===== src/rtl/control_unit.sv =====
// control_unit: multi-cycle RV64-style control FSM with a memory wait timeout.
// Build option CONTROL_UNIT_ILLEGAL_TRAP_EN traps unlisted opcodes into HALT; otherwise they execute as NOP.
module control_unit #(
  parameter int TIMEOUT = 16
) (
  input  logic       CLK,
  input  logic       reset,
  input  logic [6:0] opcode,
  input  logic       mem_ready,
  output logic       mem_req,
  output logic       mem_we,
  output logic       WE_RF,
  output logic       load_pc,
  output logic       load_ir,
  output logic       addr_sel,
  output logic       ULA_din2_sel,
  output logic       pc_next_sel,
  output logic       pc_adder_sel,
  output logic [1:0] RF_din_sel,
  output logic [2:0] state,
  output logic       illegal,
  output logic       bus_error
);
  localparam logic [2:0] FETCH = 3'd0, DECODE = 3'd1, EXECUTE = 3'd2, MEM = 3'd3, HALT = 3'd4, ERROR = 3'd5;
`ifdef CONTROL_UNIT_ILLEGAL_TRAP_EN
  localparam bit TRAP_EN = 1'b1;
`else
  localparam bit TRAP_EN = 1'b0;
`endif
  logic [2:0] cur, nxt;
  logic [7:0] wait_cnt;
  logic is_r, is_i, is_auipc, is_br, is_jal, is_jalr, is_load, is_store, is_valid;
  logic req, timeout, on;
  assign is_r     = opcode == 7'b0110011 || opcode == 7'b0111011;
  assign is_i     = opcode == 7'b0010011 || opcode == 7'b0011011 || opcode == 7'b0110111;
  assign is_auipc = opcode == 7'b0010111;
  assign is_br    = opcode == 7'b1100011;
  assign is_jal   = opcode == 7'b1101111;
  assign is_jalr  = opcode == 7'b1100111;
  assign is_load  = opcode == 7'b0000011;
  assign is_store = opcode == 7'b0100011;
  assign is_valid = is_r || is_i || is_auipc || is_br || is_jal || is_jalr || is_load || is_store;
  assign req      = cur == FETCH || cur == MEM;
  // The access that would push the count to TIMEOUT is the one that gives up; ready still wins.
  assign timeout  = req && !mem_ready && wait_cnt == 8'(TIMEOUT - 1);
  assign on       = !reset;
  assign state    = cur;
  always_ff @(posedge CLK or posedge reset)
    if (reset) begin
      cur      <= FETCH;
      wait_cnt <= '0;
    end else begin
      cur      <= nxt;
      wait_cnt <= (nxt != cur) ? '0 : (req && !mem_ready) ? wait_cnt + 8'd1 : wait_cnt;
    end
  always_comb begin
    nxt = FETCH;
    case (cur)
      FETCH:   nxt = mem_ready ? DECODE : timeout ? ERROR : FETCH;
      DECODE:  nxt = (is_load || is_store) ? MEM : is_valid ? EXECUTE : TRAP_EN ? HALT : EXECUTE;
      EXECUTE: nxt = FETCH;
      MEM:     nxt = mem_ready ? FETCH : timeout ? ERROR : MEM;
      HALT:    nxt = HALT;
      ERROR:   nxt = ERROR;
      default: nxt = FETCH;
    endcase
  end
  // Strobes are gated by reset so nothing leaks out while it is held.
  always_comb begin
    mem_req      = on && req;
    mem_we       = on && cur == MEM && is_store;
    addr_sel     = on && cur == FETCH;
    load_ir      = on && cur == FETCH && mem_ready;
    load_pc      = on && (cur == EXECUTE || (cur == MEM && mem_ready));
    WE_RF        = on && ((cur == EXECUTE && (is_r || is_i || is_auipc || is_jal || is_jalr))
                       || (cur == MEM && mem_ready && is_load));
    ULA_din2_sel = on && ((cur == EXECUTE && (is_i || is_jalr)) || cur == MEM);
    pc_next_sel  = on && cur == EXECUTE && (is_br || is_jal || is_jalr);
    pc_adder_sel = on && cur == EXECUTE && is_jalr;
    RF_din_sel   = !(on && cur == EXECUTE) ? 2'b00 : is_auipc ? 2'b11 : (is_jal || is_jalr) ? 2'b10
                 : (is_r || is_i) ? 2'b01 : 2'b00;
    illegal      = TRAP_EN && on && cur == HALT;
    bus_error    = on && cur == ERROR;
  end
endmodule


===== config.mk =====
export PLATFORM = sky130hd
export DESIGN_NAME = control_unit
export DESIGN_NICKNAME = d
export VERILOG_FILES = /design/src/rtl/control_unit.sv
export SDC_FILE = /design/constraint.sdc
export NUM_CORES = 1
export LEC_CHECK = 0
export CAP_MARGIN = 20
export CORE_AREA = 2 2 50 52
export DETAILED_ROUTE_END_ITERATION = 8
export DIE_AREA = 0 0 52 54
export GPL_ROUTABILITY_DRIVEN = 0
export GPL_TIMING_DRIVEN = 0
export PLACE_DENSITY = 0.7
export SYNTH_ARGS = -nofsm -noshare
export SYNTH_HDL_FRONTEND = slang
export SYNTH_SLANG_ARGS = --single-unit

===== constraint.sdc =====
create_clock -name CLK -period 1.8 [get_ports CLK]
set_input_delay 0.45 -clock CLK [delete_from_list [all_inputs] [get_ports CLK]]
set_output_delay 0.45 -clock CLK [all_outputs]
set_load 0.005 [all_outputs]

# [Yosys cells after proc, flatten, opt, wreduce, memory -nomap -nowiden]
# Index checks and enable logic that the tools add are counted.
[classes] reduce_logical=38 eq_ne=18 mux=12 add_sub_neg=1
[op_table] op="$eq A7 B6 Y1 const B" count=4
[op_table] op="$eq A7 B5 Y1 const B" count=3
[op_table] op="$eq A7 B7 Y1 const B" count=3
[op_table] op="$logic_and A1 B1 Y1" count=18
[op_table] op="$logic_or A1 B1 Y1" count=16
[op_table] op="$mux W8" count=2
[op_table] op="$pmux W3 S5" count=1
[op_table] op="$mux W3" count=4
[op_table] op="$add A8 B1 Y8 const B" count=1
[op_table] op="$eq A8 B4 Y1 const B" count=1
[op_table] op="$eq A7 B2 Y1 const B" count=1
[op_table] op="$eq A3 B2 Y1 const B" count=2
[op_table] op="$eq A3 B3 Y1 const B" count=2
[op_table] op="$mux W2" count=3
[op_table] op="$eq A3 B1 Y1 const B" count=1
[op_table] op="$logic_not A3 Y1" count=1
[op_table] op="$ne A3 B3 Y1" count=1
[op_table] op="$logic_not A1 Y1" count=2
[op_table] op="$mux W1" count=2
[op_table] op="$reduce_bool A2 Y1" count=1
[totals] out_inout_bits=16 word_cells=71 inputBits=10 ff_bits=11

# [Logic depth before layout (Yosys ltp)]
# Gate-level depths: netlist of the first run.
[depth] ltp_word=10 ltp_mapped=5 mapped_depth_nobuf=5

# [Worst setup path before layout of the first run]
# OpenSTA, ideal clock, no wires.
[synth_timing] kind="reg2out" from="register cur[0] (netlist: state[0])" to="output port ULA_din2_sel" required_time_ns=1.350 setup_slack_ns=0.019 path_stages_with_launch=5 n_path_buf=1 arrival_ns=1.331 path_cell_list="dfrtp_1 -> buf_4 -> nor4_4 -> nand2_1 -> o32ai_2"
[synth_between] elab_chain_len=4 word_cells_on_any_way=5 cone_classes="eq/ne (2); reduce/logical (3)"
[synth_lines] item="start, declared" line="30" rtl="logic [2:0] cur, nxt;"
[synth_lines] item="start signal, assigned" line="53" rtl="cur <= nxt;"
[synth_lines] item="$eq A3 B2 Y1" line="77" rtl="ULA_din2_sel = on && ((cur == EXECUTE && (is_i || is_jalr)) || cur == MEM);"
[synth_lines] item="$logic_and A1 B1 Y1" line="77"
[synth_lines] item="$logic_or A1 B1 Y1 *" line="77"
[synth_lines] item="$logic_and A1 B1 Y1 *" line="77"
[synth_lines] item="end, declared" line="16" rtl="output logic ULA_din2_sel,"
# Mark *: on every way between the ends. The rest lies on a longest branch, timed or not.

# [Worst setup path in the final report of the first run]
[layout_timing] from="input port opcode[4]" to="output port WE_RF"
[layout_between] elab_chain_len=10 word_cells_on_any_way=20 cone_classes="eq/ne (9); reduce/logical (11)"
[layout_lines] item="start, declared" line="8" rtl="input logic [6:0] opcode,"
[layout_lines] item="$eq A7 B5 Y1" line="35" rtl="assign is_i = opcode == 7'b0010011 || opcode == 7'b0011011 || opcode == 7'b0110111;"
[layout_lines] item="$logic_or A1 B1 Y1 (2 in a row)" line="35"
[layout_lines] item="$logic_or A1 B1 Y1 (4 in a row)" line="75" rtl="WE_RF = on && ((cur == EXECUTE && (is_r || is_i || is_auipc || is_jal || is_jalr))"
[layout_lines] item="$logic_and A1 B1 Y1" line="75"
[layout_lines] item="$logic_or A1 B1 Y1 *" line="76" rtl="|| (cur == MEM && mem_ready && is_load));"
[layout_lines] item="$logic_and A1 B1 Y1 *" line="75"
[layout_lines] item="end, declared" line="12" rtl="output logic WE_RF,"
# Marks and branches as above.

==> results of run 1 <==
==> cell usage after synthesis (3+ instances only) <==
library cell,instances
nand3b_1,3
inv_1,4
nor2_1,11
dfrtp_1,11
nand2_1,6
and3_1,4
buf_4,3
xor2_1,6
nand3_1,8
nor3b_1,3
==> cells by family after synthesis <==
kind of cell | share of synthesized area
xor gates and xnor gates | 0.0773
and+or+nand+nor | 0.395
adders and majority gates | 0.0140
muxes | 0.0112
buffers and inverters | 0.0421
DFF | 0.309
AOI/OAI and AO/OA | 0.147
other | 0.00421
==> sequential cells by signal, indices dropped and copies added (netlist names) <==
register and cells:
state 3, wait_cnt 8
==> through the flow <==
| stage | hold WS (ns) | cell area, sq um | setup slack (ns) | utilization | power (mW) |
|---|---|---|---|---|---|
| 2_1_floorplan | 0.321 | 891 | 0.0195 | - | 0.273 |
| 3_3_place_gp | 0.517 | 1170 | -1.17 | 0.504 | 0.308 |
| 3_5_place_dp | 0.531 | 1170 | -1.18 | 0.504 | 0.308 |
| 4_1_cts | 0.436 | 1410 | -0.415 | 0.609 | 0.488 |
| 5_1_grt | 0.476 | 1470 | -0.526 | 0.635 | 0.511 |
| 6_report | 0.465 | 1470 | -0.483 | 0.635 | 0.482 |
==> worst max-delay path, delay by kind of cell <==
kind	cells	cell delay [ns]
buffers and inverters	3	0.40
AND/OR/NAND/NOR	3	0.91
AO/OA/AOI/OAI	1	0.07
==> layout make-up <==
class	count	area, sq um
timing repair buffer	48	412
fill	193	847
tap	30	37.5
inverter	4	18.8
sequential	11	277
buffer	3	30.0
clock buffer	4	26.3
multi-input combinational	78	672
==> how the worst min path moves through the flow <==
stage | start | to
after floorplan | reset | state[0]
after global placement | wait_cnt[0] | wait_cnt[0]
after detailed placement | wait_cnt[0] | wait_cnt[0]
after CTS | reset | state[1]
after global routing | reset | state[0]
final | reset | state[0]
==> where the power goes <==
| group | internal, mW | total (mW) | switching [mW] | leakage, nW |
|---|---|---|---|---|
| clock network | 0.0859 | 0.167 | 0.0814 | 0.0150 |
| registers | 0.247 | 0.247 | 0 | 0.148 |
| logic | 0.0291 | 0.0679 | 0.0388 | 0.503 |
| total | 0.362 | 0.482 | 0.120 | 0.666 |
==> cell usage in the layout, fill, tap and decap left out, types with 2 or more instances in the layout <==
master / netlist / final
a21o_1: 2 / 2
nor2_1: 11 / 10
dfrtp_1: 11 / 10
nor3b_1: 3 / 2
nand2_1: 6 / 5
nand4_1: 2 / 2
xor2_1: 6 / 6
nor3_2: 1 / 2
clkbuf_4: 0 / 3
nand3_1: 8 / 5
and3_4: 0 / 2
dlygate4sd2_1: 0 / 4
clkdlybuf4s50_1: 0 / 2
buf_2: 0 / 11
buf_6: 0 / 16
o21ai_0: 2 / 2
and3_1: 4 / 2
nand3_4: 0 / 2
inv_1: 4 / 3
nor4_4: 2 / 3
a21oi_2: 1 / 3
nor2b_1: 2 / 2
nand3b_1: 3 / 3
buf_4: 3 / 15
and2_1: 2 / 2
==> routing by layer <==
layer	track usage	routed length, um	vias to the layer above
li1	-	-	453
met1	0.216	995	455
met2	0.382	1410	41
met3	0.0444	183	7
met4	0.123	76	0
met5	0	0	-
==> what timing repair did <==
item,CTS,global route
hold buffers,0,0
endpoints found under the setup margin,13,20
resized for setup,96,13
pin swaps,11,12
setup buffers,19,5
cloned,0,0
==> reports/metrics.yaml, run 1 <==
outcome: "complete, but fails checks"
violations: "negative setup slack"
grt_pass1_wl_um: 4190
startpoint: "opcode[4]"
dp.cells: 150
hold_violations: 0
ys_ff_latch: 11
chipWidth_um: 52
port_buffers: 24
ys_types: 40
cts_sinks: 11
reg2reg_slack_ns: 0.12
r2r_start: "state[2]"
worst_slack_ns: -0.483
crit_chain: "buf_6, or4_4, nor4_4, buf_4, nand3_2, o211ai_2, buf_2"
rsz0062_at_grt: "true"
leakagePower_nw: 0.666
yosysTopAreaCellShare: 0.309
setup_violations: 12
cts_tree: "done"
cp-endpoint: "WE_RF"
crit_slowest_cell: "or4_4"
antenna_found_initial: 0
dp_hpwl_um: 1600
die_area_sq_um: 2810
crit_arrival_ns: 1.83
cts.clk_slew.worst_paths_ns: 0.07
r2r_end: "wait_cnt[2]"
antenna_cells: 0
required_ns: 1.35
cts_made_buffers: 3
grt_pass1_vias: 958
crit_type: "in2out"
min_period_over_period: 1.27
postSynthAreaPerCell_sq_um: 9.28
slew_viol_final: 0
clock_path_buffers: 2
start_util: 0.384
startpoint_type: "primary input"
synth_top_area_cell: "dfrtp_1"
timing.fmax_ghz: 0.438
core_area_sq_um: 2320
syn-num-nets: 107
ys_seq_area_frac: 0.309
clockRootBuffer: "clkbuf_4"
drt_first_pass_iters: 4
htree_levels: 1
fin_setup_tns_ns: -3.06
grtUsageTotal: 0.207
vdd_drop_max_mv: 0.373
synth.area.top_cells: "dfrtp_1 (31%), xor2_1 (5.9%), nor4_4 (4.8%)"
drive_gt1_frac: 0.493
ff2ff_path_depth: 6
cellPowerDensity_nw_per_um2: 327
synth_edf_count: 0
die_y_um: 54
drc: 0
wl_per_cell_um: 15.0
async_flop_share: 1.00
vias_per_cell: 5.37
final_nets: 160
syn_inst: 96
skew_ns: 0.000622
final_antenna_net_count: 0
via_count: 956
yosys_warnings: 0
finalNonFillerCells: 178
io_pins: 26
synth_ff_type: "dfrtp_1"
max_stage_delay_ns: 0.56
synthesis.area_sq_um: 891
grt_max_degree: 11
clk_latency_ns: 0.27
rows: 18
hold_path.class: "in2async"
grt_overflow: 0
finalCriticalPeriod_ns: 2.28
drtIter0Drc: 10
setup.worst_path.end_class: "output port"
path_max_fanout: 3
wl_um: 2660
drv_cap: 0
area_growth_pct: 65.3
Power figures use the tool's default switching activity.
==> inputs of run 2 (changes only) <==
CORE_AREA = 3 3 51 53   (was 2 2 50 52)
DIE_AREA = 0 0 54 56   (was 0 0 52 54)
clock period = 1.85 ns   (was 1.8 ns; I/O delays follow)
==> reports/metrics.yaml, run 2 (synthesis gave the netlist of run 1 again) <==
place_area_sq_um: 1170
rows: 17
wl_per_cell_um: 16.3
hold_violations: 0
die_y_um: 56
vdd_drop_max_mv: 0.371
slew_viol_final: 0
grt_overflow: 0
cts_sinks: 11
timing.fmax_ghz: 0.443
startpoint_type: "register"
required_ns: 1.39
grt_pass1_vias: 988
dp.cells: 148
io_pins: 26
leakagePower_nw: 0.684
via_count: 1008
violations: "negative setup slack"
clockRootBuffer: "clkbuf_4"
drv_cap: 0
hold_path.class: "in2async"
setup.worst_path.end_class: "output port"
start_util: 0.407
largest_reg_flops: 8
outcome: "complete, but fails checks"
dp_hpwl_um: 1650
max_flop_register: "wait_cnt"
crit_arrival_ns: 1.79
final_antenna_net_count: 0
total_power_uw: 475
cellPowerDensity_nw_per_um2: 308
vias_per_cell: 5.60
wl_um: 2930
grt_pass1_wl_um: 4590
path_max_fanout: 4
clock_path_buffers: 2
register_area_sq_um: 277
finalNonFillerCells: 180
setup_violations: 11
cts_tree: "done"
drtIter0Drc: 8
chipWidth_um: 54
min_period_over_period: 1.22
antenna_cells: 0
rsz0062_at_grt: "true"
port_buffers: 24
mostFrequentLayoutCells: "buf_4 (22), buf_6 (12), buf_2 (10), dfrtp_1 (10)"
fin_setup_tns_ns: -2.68
grtUsageTotal: 0.203
core_area_sq_um: 2190
final_nets: 164
cts.clk_slew.worst_paths_ns: 0.07
area_growth_pct: 73.3
fillers: 158
die_area_sq_um: 3020
layout_commonest_cell: "buf_4"
htree_levels: 1
drc: 0
cts_made_buffers: 3
multi_input_area_sq_um: 723
grt_max_degree: 12
final_cell_area_sq_um: 1540
finalCriticalPeriod_ns: 2.26
clk_latency_ns: 0.27
skew_ns: 0.000971
drive_gt1_frac: 0.572
worst_slack_ns: -0.406
antenna_found_initial: 0
drt_first_pass_iters: 4
crit_type: "reg2out"
post-place-ws_ns: -1.15
==> run 2: cell count changes in the layout (fill, tap and decap cells not counted), moves of 2 or more <==
cell,change
buf_4,+7
nor2_1,-5
buf_6,-4
nor2_2,+4
clkdlybuf4s50_1,+2
nand3_1,-2
nand3_2,+2
==> run 2: cell type report <==
class,instances,area share
inverter,4,0.0170
timing repair buffer,52,0.276
sequential,11,0.179
buffer,3,0.0194
multi-input combinational,78,0.468
tap,28,0.0227
clock buffer,4,0.0170
==> run 2: metrics by stage <==
step / util / hold slack, ns
after floorplan: - / 0.334
after global placement: 0.532 / 0.516
after detailed placement: 0.532 / 0.524
after CTS: 0.649 / 0.423
after global routing: 0.705 / 0.484
final: 0.705 / 0.465
==> run 2: per-layer routing <==
layer  track usage  part of all wire  vias up
li1              -                 -      470
met1         0.232              0.36      476
met2         0.351              0.51       45
met3        0.0322             0.079       17
met4        0.0996             0.048        0
met5             0                 0        -
==> run 2: critical path, stage by stage, from the launching register on <==
cell and delay [ns]:
dfrtp_1 0.39, buf_6 0.13, nor4_4 0.34, nand2_2 0.13, buf_6 0.14, o32ai_2 0.23
buf_2 0.15
==> run 2: path summary, 6_finish.rpt <==
kind	cells after the start	end	start	slack (ns)
hold reg to reg	1	wait_cnt[0]	wait_cnt[0]	0.54
min in group CLK	1	wait_cnt[0]	wait_cnt[0]	0.54
max in group asynchronous	3	state[2]	reset	1.22
hold / removal	3	wait_cnt[4]	reset	0.46
setup / recovery	6	ULA_din2_sel	state[0]	-0.41
setup reg to reg	7	wait_cnt[6]	state[2]	0.06
==> run 2: power by group <==
group | internal, mW | switching [mW]
clock network | 0.0836 | 0.0837
registers | 0.240 | 0
logic | 0.0274 | 0.0402
total | 0.351 | 0.124
==> run 2: timing repair <==
action	in CTS	in global routing
gates resized for setup	93	26
setup endpoints to repair	13	18
hold buffers	0	0
gates cloned	0	0
setup buffers	22	7
pin swaps	12	7
==> inputs of run 3 (changes only) <==
CORE_AREA = 3 3 49 51   (was 3 3 51 53)
CTS_BUF_LIST = sky130_fd_sc_hd__clkbuf_2   (was default)
DIE_AREA = 0 0 52 54   (was 0 0 54 56)
PLACE_DENSITY = 0.73   (was 0.7)
clock period = 2.1 ns   (was 1.85 ns; I/O delays follow)
==> reports/metrics.yaml, run 3 (synthesis gave the netlist of run 1 again) <==
cts_hold_buf: 0
via_count: 1020
timing.fmax_ghz: 0.416
multi_input_area_sq_um: 667
total_power_uw: 404
max_stage_delay_ns: 0.38
grt_max_degree: 10
grt_overflow: 0
cts_made_buffers: 3
hold_path.class: "reg2reg"
die_y_um: 54
wl_per_cell_um: 17.9
dp_hpwl_um: 1610
drtIter0Drc: 20
drv_cap: 0
largest_reg_flops: 8
slew_viol_final: 0
antenna_cells: 0
core_area_sq_um: 1980
drt_first_pass_iters: 4
clock_path_buffers: 2
post-place-ws_ns: -1.06
cts.clk_slew.worst_paths_ns: 0.10
setup_violations: 9
place_area_sq_um: 1160
wl_um: 3240
grt_pass1_vias: 977
rows: 16
drc: 0
min_period_over_period: 1.14
final_core_util: 0.770
fillers: 141
worst_slack_ns: -0.301
die_area_sq_um: 2810
crit_buf_inv: 4
worst_pin_slew_ns: 0.493
cp_top_family: "simple AND/OR/NAND/NOR gates"
vias_per_cell: 5.64
final_nets: 166
crit_top_cell: "buf_6"
finalCriticalPeriod_ns: 2.40
area_growth_pct: 71.2
layout_commonest_cell: "buf_4"
crit_type: "in2out"
cts_tree: "done"
vdd_drop_max_mv: 0.298
leakagePower_nw: 0.742
cts_sinks: 11
mostFrequentLayoutCells: "buf_4 (22), buf_6 (12), dfrtp_1 (10)"
startpoint_type: "primary input"
skew_ns: 0.00572
whs_ns: 0.542
final_cell_area_sq_um: 1530
path_max_fanout: 3
chipWidth_um: 52
start_util: 0.449
crit_chain: "clkdlybuf4s15_2, nand3_4, nor4_4, nand2_2, buf_6, buf_6, o211ai_2, buf_2"
clk_latency_ns: 0.27
port_buffers: 24
antenna_found_initial: 0
slew_headroom: 0.670
crit_arrival_ns: 1.88
grt_pass1_wl_um: 4380
setup.worst_path.end_class: "output port"
rsz0062_at_grt: "true"
htree_levels: 1
grtUsageTotal: 0.213
final_antenna_net_count: 0
outcome: "complete, but fails checks"
violations: "negative setup slack"
required_ns: 1.57
hold_violations: 0
crit_slowest_cell: "nor4_4"
max_flop_register: "wait_cnt"
io_pins: 26
cellPowerDensity_nw_per_um2: 265
drive_gt1_frac: 0.526
register_area_sq_um: 277
clockRootBuffer: "clkbuf_2"
run 3: final timing paths:
path	start	endpoint	slack, ns	depth (start not counted)
setup / recovery	opcode[0]	WE_RF	-0.30	8
hold / removal	wait_cnt[7]	wait_cnt[7]	0.54	2
setup reg to reg	wait_cnt[0]	wait_cnt[5]	0.38	5
hold reg to reg	wait_cnt[7]	wait_cnt[7]	0.54	2
max in group asynchronous	reset	state[2]	1.41	4
min in group asynchronous	reset	wait_cnt[4]	0.58	4
run 3: routing by layer:
layer,part of all wire,vias to the layer above,track usage
li1,-,468,-
met1,0.40,491,0.215
met2,0.52,48,0.406
met3,0.042,13,0.0416
met4,0.042,0,0.122
met5,0,-,0
run 3: cell type report:
cell class,instances,share of cell area
buffer,3,0.0197
tap,27,0.0221
clock buffer,4,0.0131
inverter,4,0.0139
sequential,11,0.181
multi-input combinational,78,0.437
timing repair buffer,54,0.313
run 3: tightest hold or removal path: cells and delay by family, from the launching register on:
family | cells | cell delay [ns]
flip-flops | 1 | 0.37
XOR/XNOR | 1 | 0.07
AND/OR/NAND/NOR | 1 | 0.08
run 3: metrics by stage:
step | TNS, ns | cells
floorplan | 0 | 96
global placement | -8.22 | 147
detailed placement | -8.42 | 147
CTS | -1.58 | 173
global route | -2.24 | 181
finish | -1.72 | 181
run 3: power by group:
group / internal, mW / switching, mW
Combinational: 0.0303 / 0.0382
Sequential: 0.212 / 0
Clock: 0.0505 / 0.0737
Total: 0.292 / 0.112
run 3: what timing repair did:
item	4_1_cts	5_1_grt
setup buffers	22	9
setup endpoints to repair	12	12
pin swaps	10	11
resized for setup	86	19
